--- config.mk ---
export PLATFORM = sky130hd
export DESIGN_NAME = pong_state_engine_flat
export DESIGN_NICKNAME = d
export VERILOG_FILES = /design/src/rtl/pong_state_engine_if.sv /design/src/rtl/pong_state_engine.sv /design/src/flat_wrapper.sv
export SDC_FILE = /design/constraint.sdc
export NUM_CORES = 1
export LEC_CHECK = 0
export ABC_AREA = 1
export CAP_MARGIN = 30
export CELL_PAD_IN_SITES_DETAIL_PLACEMENT = 0
export CELL_PAD_IN_SITES_GLOBAL_PLACEMENT = 1
export CORE_MARGIN = 1
export CORE_UTILIZATION = 45
export CTS_CLUSTER_DIAMETER = 200
export CTS_CLUSTER_SIZE = 40
export DETAILED_ROUTE_END_ITERATION = 10
export DONT_BUFFER_PORTS = 1
export PLACE_DENSITY_LB_ADDON = 0.1
export SKIP_LAST_GASP = 1
export SLEW_MARGIN = 5
export SYNTH_ARGS = -nofsm -noshare
export SYNTH_HDL_FRONTEND = slang
export SYNTH_SLANG_ARGS = --single-unit
--- constraint.sdc ---
create_clock -name iVGA_CLK -period 4.5 [get_ports iVGA_CLK]
set_clock_uncertainty 0.15 [all_clocks]
set_input_delay 0.675 -clock iVGA_CLK [delete_from_list [all_inputs] [get_ports iVGA_CLK]]
set_output_delay 0.675 -clock iVGA_CLK [all_outputs]
set_load 0.05 [all_outputs]
--- src/rtl/pong_state_engine_if.sv ---
// rtl/pong_state_engine_if.sv - game coordinate bundle from pong_state_engine to vga_controller
interface pong_state_engine_if;
    logic [9:0] ball_x;
    logic [8:0] ball_y;
    logic [8:0] paddle_left_y;
    logic [8:0] paddle_right_y;
    logic [3:0] score_left;
    logic [3:0] score_right;
    logic       game_over;
    logic       frame_tick;

    modport master (
        output ball_x, ball_y, paddle_left_y, paddle_right_y,
        output score_left, score_right, game_over, frame_tick
    );

    modport slave (
        input ball_x, ball_y, paddle_left_y, paddle_right_y,
        input score_left, score_right, game_over, frame_tick
    );
endinterface

--- src/rtl/pong_state_engine.sv ---
// rtl/pong_state_engine.sv - per-frame pong game state engine (PONG_AI_RIGHT_EN: right paddle follows the ball)
module pong_state_engine #(
    parameter int BALL_VX      = 2,
    parameter int BALL_VY      = 2,
    parameter int PADDLE_SPEED = 4,
    parameter int WIN_SCORE    = 7,
    parameter int SERVE_FRAMES = 60
) (
    input  logic                iVGA_CLK,
    input  logic                iRST_n,
    input  logic                iVS,
    input  logic                btn_l_up,
    input  logic                btn_l_dn,
    input  logic                btn_r_up,
    input  logic                btn_r_dn,
    input  logic                btn_start,
    pong_state_engine_if.master game
);
    typedef enum logic [1:0] {S_SERVE, S_PLAY, S_POINT, S_OVER} state_t;

    localparam logic signed [10:0] CX      = 11'sd315;
    localparam logic signed [10:0] CY      = 11'sd235;
    localparam logic signed [10:0] PAD0    = 11'sd220;
    localparam logic signed [10:0] PAD_MAX = 11'sd440;
    localparam logic signed [10:0] Y_MAX   = 11'sd470;
    localparam logic signed [10:0] X_MAX   = 11'sd630;
    localparam logic signed [10:0] L_EDGE  = 11'sd30;
    localparam logic signed [10:0] R_EDGE  = 11'sd600;
    localparam logic signed [10:0] BALL_H  = 11'sd10;
    localparam logic signed [10:0] PAD_H   = 11'sd40;
    localparam logic signed [10:0] VX      = 11'(BALL_VX);
    localparam logic signed [10:0] VY      = 11'(BALL_VY);
    localparam logic signed [10:0] PSPD    = 11'(PADDLE_SPEED);
    localparam logic [3:0]         WIN     = 4'(WIN_SCORE);
    localparam logic [8:0]         SERVE_N = 9'(SERVE_FRAMES);

    logic       vs_s1, vs_s2, vs_d, tick;
    logic [4:0] btn_s1, btn_s2;
    logic       start_d, start_rise;
    logic       r_up, r_dn;

    state_t            state_q, state_n;
    logic signed [10:0] bx_q, by_q, pl_q, pr_q;
    logic signed [10:0] bx_n, by_n, pl_n, pr_n;
    logic              vx_neg_q, vy_neg_q, vx_neg_n, vy_neg_n;
    logic [3:0]        sl_q, sr_q, sl_n, sr_n;
    logic [7:0]        cnt_q, cnt_n;
    logic              ftick_q;

    logic signed [10:0] vx, vy, nx, ny;
    logic              hit_l, hit_r;

    // Synchronise raw inputs, detect the frame-sync fall and the restart button press
    always_ff @(posedge iVGA_CLK or negedge iRST_n) begin
        if (!iRST_n) begin
            vs_s1   <= 1'b1;
            vs_s2   <= 1'b1;
            vs_d    <= 1'b1;
            tick    <= 1'b0;
            btn_s1  <= '0;
            btn_s2  <= '0;
            start_d <= 1'b0;
        end else begin
            vs_s1   <= iVS;
            vs_s2   <= vs_s1;
            vs_d    <= vs_s2;
            tick    <= vs_d & ~vs_s2;
            btn_s1  <= {btn_start, btn_r_dn, btn_r_up, btn_l_dn, btn_l_up};
            btn_s2  <= btn_s1;
            start_d <= btn_s2[4];
        end
    end

    assign start_rise = btn_s2[4] & ~start_d;

`ifdef PONG_AI_RIGHT_EN
    logic signed [10:0] ai_diff;
    logic               unused_r_btns;
    assign unused_r_btns = ^btn_s2[3:2];
    assign ai_diff = (by_q - 11'sd15) - pr_q;
    assign r_up    = ai_diff < -PSPD;
    assign r_dn    = ai_diff > PSPD;
`else
    assign r_up = btn_s2[2];
    assign r_dn = btn_s2[3];
`endif

    function automatic logic signed [10:0] paddle_step(input logic signed [10:0] y,
                                                       input logic up, input logic dn);
        logic signed [10:0] t;
        t = y;
        if (up && !dn) begin
            t = y - PSPD;
            if (t < 11'sd0) t = 11'sd0;
        end else if (dn && !up) begin
            t = y + PSPD;
            if (t > PAD_MAX) t = PAD_MAX;
        end
        return t;
    endfunction

    assign vx    = vx_neg_q ? -VX : VX;
    assign vy    = vy_neg_q ? -VY : VY;
    assign nx    = bx_q + vx;
    assign ny    = by_q + vy;
    assign hit_l = vx_neg_q && (bx_q >= L_EDGE) && (nx < L_EDGE) &&
                   (by_q + BALL_H > pl_q) && (by_q < pl_q + PAD_H);
    assign hit_r = !vx_neg_q && (bx_q <= R_EDGE) && (nx > R_EDGE) &&
                   (by_q + BALL_H > pr_q) && (by_q < pr_q + PAD_H);

    // Game state register; restart from OVER is immediate, everything else waits for a frame tick
    always_ff @(posedge iVGA_CLK or negedge iRST_n) begin
        if (!iRST_n) begin
            state_q  <= S_SERVE;
            bx_q     <= CX;
            by_q     <= CY;
            pl_q     <= PAD0;
            pr_q     <= PAD0;
            vx_neg_q <= 1'b0;
            vy_neg_q <= 1'b0;
            sl_q     <= '0;
            sr_q     <= '0;
            cnt_q    <= '0;
            ftick_q  <= 1'b0;
        end else begin
            state_q  <= state_n;
            bx_q     <= bx_n;
            by_q     <= by_n;
            pl_q     <= pl_n;
            pr_q     <= pr_n;
            vx_neg_q <= vx_neg_n;
            vy_neg_q <= vy_neg_n;
            sl_q     <= sl_n;
            sr_q     <= sr_n;
            cnt_q    <= cnt_n;
            ftick_q  <= tick;
        end
    end

    // Next-state and next-position logic for serve, play, point and game over
    always_comb begin
        state_n  = state_q;
        bx_n     = bx_q;
        by_n     = by_q;
        pl_n     = pl_q;
        pr_n     = pr_q;
        vx_neg_n = vx_neg_q;
        vy_neg_n = vy_neg_q;
        sl_n     = sl_q;
        sr_n     = sr_q;
        cnt_n    = cnt_q;
        if (state_q == S_OVER) begin
            bx_n = CX;
            by_n = CY;
            if (start_rise) begin
                sl_n    = '0;
                sr_n    = '0;
                cnt_n   = '0;
                state_n = S_SERVE;
            end
        end else if (tick) begin
            pl_n = paddle_step(pl_q, btn_s2[0], btn_s2[1]);
            pr_n = paddle_step(pr_q, r_up, r_dn);
            case (state_q)
                S_SERVE: begin
                    bx_n = CX;
                    by_n = CY;
                    if ({1'b0, cnt_q} + 9'd1 == SERVE_N) begin
                        cnt_n   = '0;
                        state_n = S_PLAY;
                    end else begin
                        cnt_n = cnt_q + 8'd1;
                    end
                end
                S_PLAY: begin
                    if (ny <= 11'sd0) begin
                        by_n     = 11'sd0;
                        vy_neg_n = 1'b0;
                    end else if (ny >= Y_MAX) begin
                        by_n     = Y_MAX;
                        vy_neg_n = 1'b1;
                    end else begin
                        by_n = ny;
                    end
                    if (hit_l) begin
                        bx_n     = L_EDGE;
                        vx_neg_n = 1'b0;
                    end else if (hit_r) begin
                        bx_n     = R_EDGE;
                        vx_neg_n = 1'b1;
                    end else if (nx <= 11'sd0) begin
                        sr_n     = (sr_q >= WIN) ? sr_q : sr_q + 4'd1;
                        vx_neg_n = 1'b1;
                        state_n  = S_POINT;
                    end else if (nx >= X_MAX) begin
                        sl_n     = (sl_q >= WIN) ? sl_q : sl_q + 4'd1;
                        vx_neg_n = 1'b0;
                        state_n  = S_POINT;
                    end else begin
                        bx_n = nx;
                    end
                end
                S_POINT: begin
                    bx_n = CX;
                    by_n = CY;
                    // serve direction points away from the player who just scored
                    if ((vx_neg_q ? sr_q : sl_q) == WIN) state_n = S_OVER;
                    else                                  state_n = S_SERVE;
                end
                default: ;
            endcase
        end
    end

    assign game.ball_x         = bx_q[9:0];
    assign game.ball_y         = by_q[8:0];
    assign game.paddle_left_y  = pl_q[8:0];
    assign game.paddle_right_y = pr_q[8:0];
    assign game.score_left     = sl_q;
    assign game.score_right    = sr_q;
    assign game.game_over      = (state_q == S_OVER);
    assign game.frame_tick     = ftick_q;
endmodule

--- src/flat_wrapper.sv ---
// flat-port wrapper written by rule: the top's interface ports become plain ports
module pong_state_engine_flat 
#(
    parameter int BALL_VX      = 2,
    parameter int BALL_VY      = 2,
    parameter int PADDLE_SPEED = 4,
    parameter int WIN_SCORE    = 7,
    parameter int SERVE_FRAMES = 60
)
  (iVGA_CLK, iRST_n, iVS, btn_l_up, btn_l_dn, btn_r_up, btn_r_dn, btn_start, game_ball_x, game_ball_y, game_paddle_left_y, game_paddle_right_y, game_score_left, game_score_right, game_game_over, game_frame_tick);
  pong_state_engine_if game_i ();
  input  logic iVGA_CLK;
  input  logic iRST_n;
  input  logic iVS;
  input  logic btn_l_up;
  input  logic btn_l_dn;
  input  logic btn_r_up;
  input  logic btn_r_dn;
  input  logic btn_start;
  output wire logic [$bits(game_i.ball_x)-1:0] game_ball_x;
  output wire logic [$bits(game_i.ball_y)-1:0] game_ball_y;
  output wire logic [$bits(game_i.paddle_left_y)-1:0] game_paddle_left_y;
  output wire logic [$bits(game_i.paddle_right_y)-1:0] game_paddle_right_y;
  output wire logic [$bits(game_i.score_left)-1:0] game_score_left;
  output wire logic [$bits(game_i.score_right)-1:0] game_score_right;
  output wire logic [$bits(game_i.game_over)-1:0] game_game_over;
  output wire logic [$bits(game_i.frame_tick)-1:0] game_frame_tick;
  assign game_ball_x = game_i.ball_x;
  assign game_ball_y = game_i.ball_y;
  assign game_paddle_left_y = game_i.paddle_left_y;
  assign game_paddle_right_y = game_i.paddle_right_y;
  assign game_score_left = game_i.score_left;
  assign game_score_right = game_i.score_right;
  assign game_game_over = game_i.game_over;
  assign game_frame_tick = game_i.frame_tick;
  pong_state_engine #(.BALL_VX(BALL_VX), .BALL_VY(BALL_VY), .PADDLE_SPEED(PADDLE_SPEED), .WIN_SCORE(WIN_SCORE), .SERVE_FRAMES(SERVE_FRAMES)) u_core (.iVGA_CLK(iVGA_CLK), .iRST_n(iRST_n), .iVS(iVS), .btn_l_up(btn_l_up), .btn_l_dn(btn_l_dn), .btn_r_up(btn_r_up), .btn_r_dn(btn_r_dn), .btn_start(btn_start), .game(game_i));
endmodule
==> key figures <==
Clock tree
  – CTS max path bufs: 2
  – CTS tree: done
  – Worst-Skew Late Latency: 0.35 ns
  – CTS buffer count: 9
  – H-tree levels: 3
  – Clk root buf: clkbuf_16
  – Clk slew on worst S/H paths: 0.07 ns
  – Setup bufs post-CTS: 0
  – Clock Sinks: 76

Timing
  – Fmax: 0.268 GHz
  – Period utilization: 82.8%
  – Setup-failing EPs final: 0
  – RSZ-0062 raised after global routing: no
  – Hold WS: 0.0145 ns
  – Fin. max-slew vios: 0
  – Least-Margin Pin Slew: 0.845 ns
  – Final setup TNS: 0 ns
  – Slew headroom: 43.6%
  – Final Hold Viols: 0
  – Crit path time final: 3.73 ns

Critical path
  – Worst path slowest cell: dfstp_2
  – Origin of the critical flop-to-flop path: u_core.by_q[1]
  – CP dominant cell by count: nand2_1
  – Crit path arrival time: 3.82 ns
  – Crit. End Element: flop
  – Crit path cell chain: ha_1, o21ai_0, nand3b_1, nor3_1, xor2_1, ha_1, nand2_1, inv_1, a21oi_1, nand4_1, a21oi_1, nand4_4, nand2_2, nor2_2, nand2_1, nand2_1, nand2_1, nand2_1
  – Cells on worst reg2reg path: 18
  – Nature of the critical path startpoint: flop
  – Worst-path maximum fanout: 10
  – Critical path class: flop to flop
  – Worst R2R Setup Slack: 0.77 ns
  – Worst r2r dst: u_core.game.score_right[2]
  – CP Data Required Time: 4.60 ns
  – Max incr delay on CP: 0.57 ns

Global routing
  – Vias in the first global route: 6117
  – Gr ovfl total: 0
  – First-pass GRT wire length: 31000 um
  – Initial antenna violation count: 0
  – Largest net degree at the start of global routing: 52
  – Tot GR Track Use: 24.0%

Run status
  – Status: completed

Routing
  – Post-DR vias/cell: 5.30
  – DR pass1 iterations: 4
  – Routed len/inst: 15.8 um
  – WL final: 18900 um
  – WL met3: 949 um
  – WL met1: 9290 um
  – Number of remaining DRC errors: 0
  – WL met2: 8200 um
  – Top Layer Used: met4
  – Vias post-DR: 6331
  – Post-route ant nets: 0
  – Initial DRC count: 468

Power
  – Sequential share of power: 33.1%
  – Psw: 1660 uW
  – Int Power: 1760 uW
  – Pleak: 0.00392 uW
  – Clock group share of total power: 20.8%
  – Power Density: 451 mW/mm2
  – Comb pwr share: 46.1%
  – Switching fraction of total power: 48.6%
  – VDD IR max: 0.000261 V

Synthesis
  – Commonest register cell after synthesis: dfrtp_1
  – Post-synthesis async set-or-reset flop share: 100%
  – Yosys top cell by area: dfrtp_1
  – #FFs+latches synth: 76
  – Count of cell types in the netlist: 47
  – Synth top area share: 17.6%
  – Syn Inst Count: 998
  – Post-synth top cells: nand2_1, inv_1, ha_1, nand3_1, nor2_1
  – Syn Area/Cell: 7.25 um2
  – Synth Cell Area: 0.00723 mm2
  – Most frequent cell after synthesis: nand2_1
  – Number of warnings issued by yosys: 0
  – Top cells by area, synth: dfrtp_1, ha_1, nand2_1
  – Post-synth EDFFs: 0
  – Register area share after synthesis: 26.7%

Floorplanning
  – I/O pins: 55
  – Std cell rows: 45
  – Core footprint: 0.0154 mm2
  – Die height: 129 um
  – Starting Density: 46.9%
  – Die X: 129 um
  – Die area: 0.0166 mm2

Finish
  – Multi-input logic area: 0.00446 mm2
  – Fraction of final layout cells with drive strength greater than 1: 8.44%
  – Reg area: 0.00193 mm2
  – Fillers: 1604
  – Nets: 1071
  – Diode count: 0
  – Area Overhead vs Synth: 4.79%

Place
  – HPWL after DPL: 14300 um
  – Port bufs: 0
  – Routability cong.: 0.838

Run
  – Total of max-cap violations: 0

Worst hold path
  – Hold Path Class: input pin to asynchronous set/reset pin
registers in the layout, summed over array words and instances (netlist names):
register and flops:
u_core.btn_s1 5, u_core.btn_s2 5, u_core.bx_q 11, u_core.by_q 11, u_core.cnt_q 8, u_core.game.frame_tick 1
u_core.game.score_left 4, u_core.game.score_right 4, u_core.pl_q 9, u_core.pr_q 9, u_core.start_d 1, u_core.state_q 2
u_core.tick 1, u_core.vs_d 1, u_core.vs_s1 1, u_core.vs_s2 1, u_core.vx_neg_q 1, u_core.vy_neg_q 1
stage by stage:
step / std cells / total power (uW) / setup WS, ns / cell area (um2) / utilization [%]
after floorplan: 1001 / 2410 / 1.14 / 7240 / -
after global placement: 1175 / 2700 / 0.835 / 7250 / 47.0
after detailed placement: 1175 / 2690 / 0.779 / 7250 / 47.0
after CTS: 1192 / 3440 / 0.781 / 7560 / 49.0
after global routing: 1194 / 3710 / 0.416 / 7580 / 49.1
final: 1194 / 3420 / 0.774 / 7580 / 49.1
worst max path at each step:
stage / start / end / depth (start not counted)
6_report: u_core.by_q[1] / u_core.game.score_right[2] / 18
4_1_cts: u_core.by_q[1] / u_core.game.score_right[2] / 18
5_1_grt: u_core.by_q[1] / u_core.game.score_right[0] / 18
3_3_place_gp: u_core.by_q[1] / u_core.game.score_right[3] / 18
3_5_place_dp: u_core.by_q[1] / u_core.game.score_right[2] / 18
2_1_floorplan: u_core.by_q[1] / u_core.game.score_right[0] / 18
area by class of cell:
cell class	instances	area share, %
Clock buffer	9	2.97
Multi-Input combinational cell	738	58.8
Timing Repair Buffer	12	1.52
Inverter	141	6.98
Clock inverter	7	0.743
Tap cell	211	3.48
Sequential cell	76	25.5
layout by cell type, fill, tap and decap left out, types with 2 or more instances in the layout:
cell type,synthesis,routed
nand3b_1,6,6
xnor2_1,5,5
a31oi_1,6,6
a32oi_1,5,5
inv_6,0,4
nor2_1,79,79
o21a_1,3,3
dfrtp_1,51,51
a21o_1,4,4
a21oi_1,39,39
xor2_1,51,51
fa_1,4,4
clkbuf_16,0,9
nand2_1,232,232
nor2_2,3,3
o21ai_2,6,6
nand4_1,22,22
or2_2,3,3
o22ai_1,15,15
dlygate4sd3_1,0,2
dfstp_2,25,25
o211ai_1,4,4
conb_1,1,4
nand2_2,10,10
ha_1,81,81
clkinv_1,6,6
nor3_1,22,22
nand4_4,3,3
nand3_1,81,81
a22oi_1,5,5
nor4_1,4,4
o21ai_0,30,30
inv_1,134,134
buf_4,37,9
power groups by stage:
stage | Clock, uW | Combinational [uW] | Sequential [uW]
floorplan | 0 | 1490 | 915
global route | 756 | 1800 | 1150
CTS | 735 | 1570 | 1130
global placement | 0 | 1560 | 1140
detailed placement | 0 | 1550 | 1150
finish | 712 | 1580 | 1130
kinds of logic (layout without fill, tap and decap cells):
logic type | Yosys count | after routing | synth area share (%)
simple gates | 471 | 471 | 29.2
buf+inv | 187 | 169 | 11.8
compound gates | 122 | 122 | 10.3
fa+ha+maj | 85 | 85 | 15.1
flops | 76 | 76 | 26.7
xor+xnor | 56 | 56 | 6.78
other cells | 1 | 4 | 0.0519
layer usage:
metal,vias to the layer above,global-route usage (%)
li1,3204,-
met1,2962,33.3
met2,135,37.2
met3,30,4.86
met4,0,7.61
met5,-,0
timing repair:
item / 4_1_cts / 5_1_grt
hold buffers: 1 / 2
gates resized for setup: 0 / 0
hold endpoints to repair: 51 / 2
critical path, delay by kind of cell (launching register included):
family,cells,cell delay [ns]
compound gates,3,0.56
xor+xnor,1,0.30
fa+ha+maj,2,0.54
buf+inv,1,0.04
flops,1,0.57
simple gates,11,1.44
No activity file was read; power rests on OpenSTA's default activity.
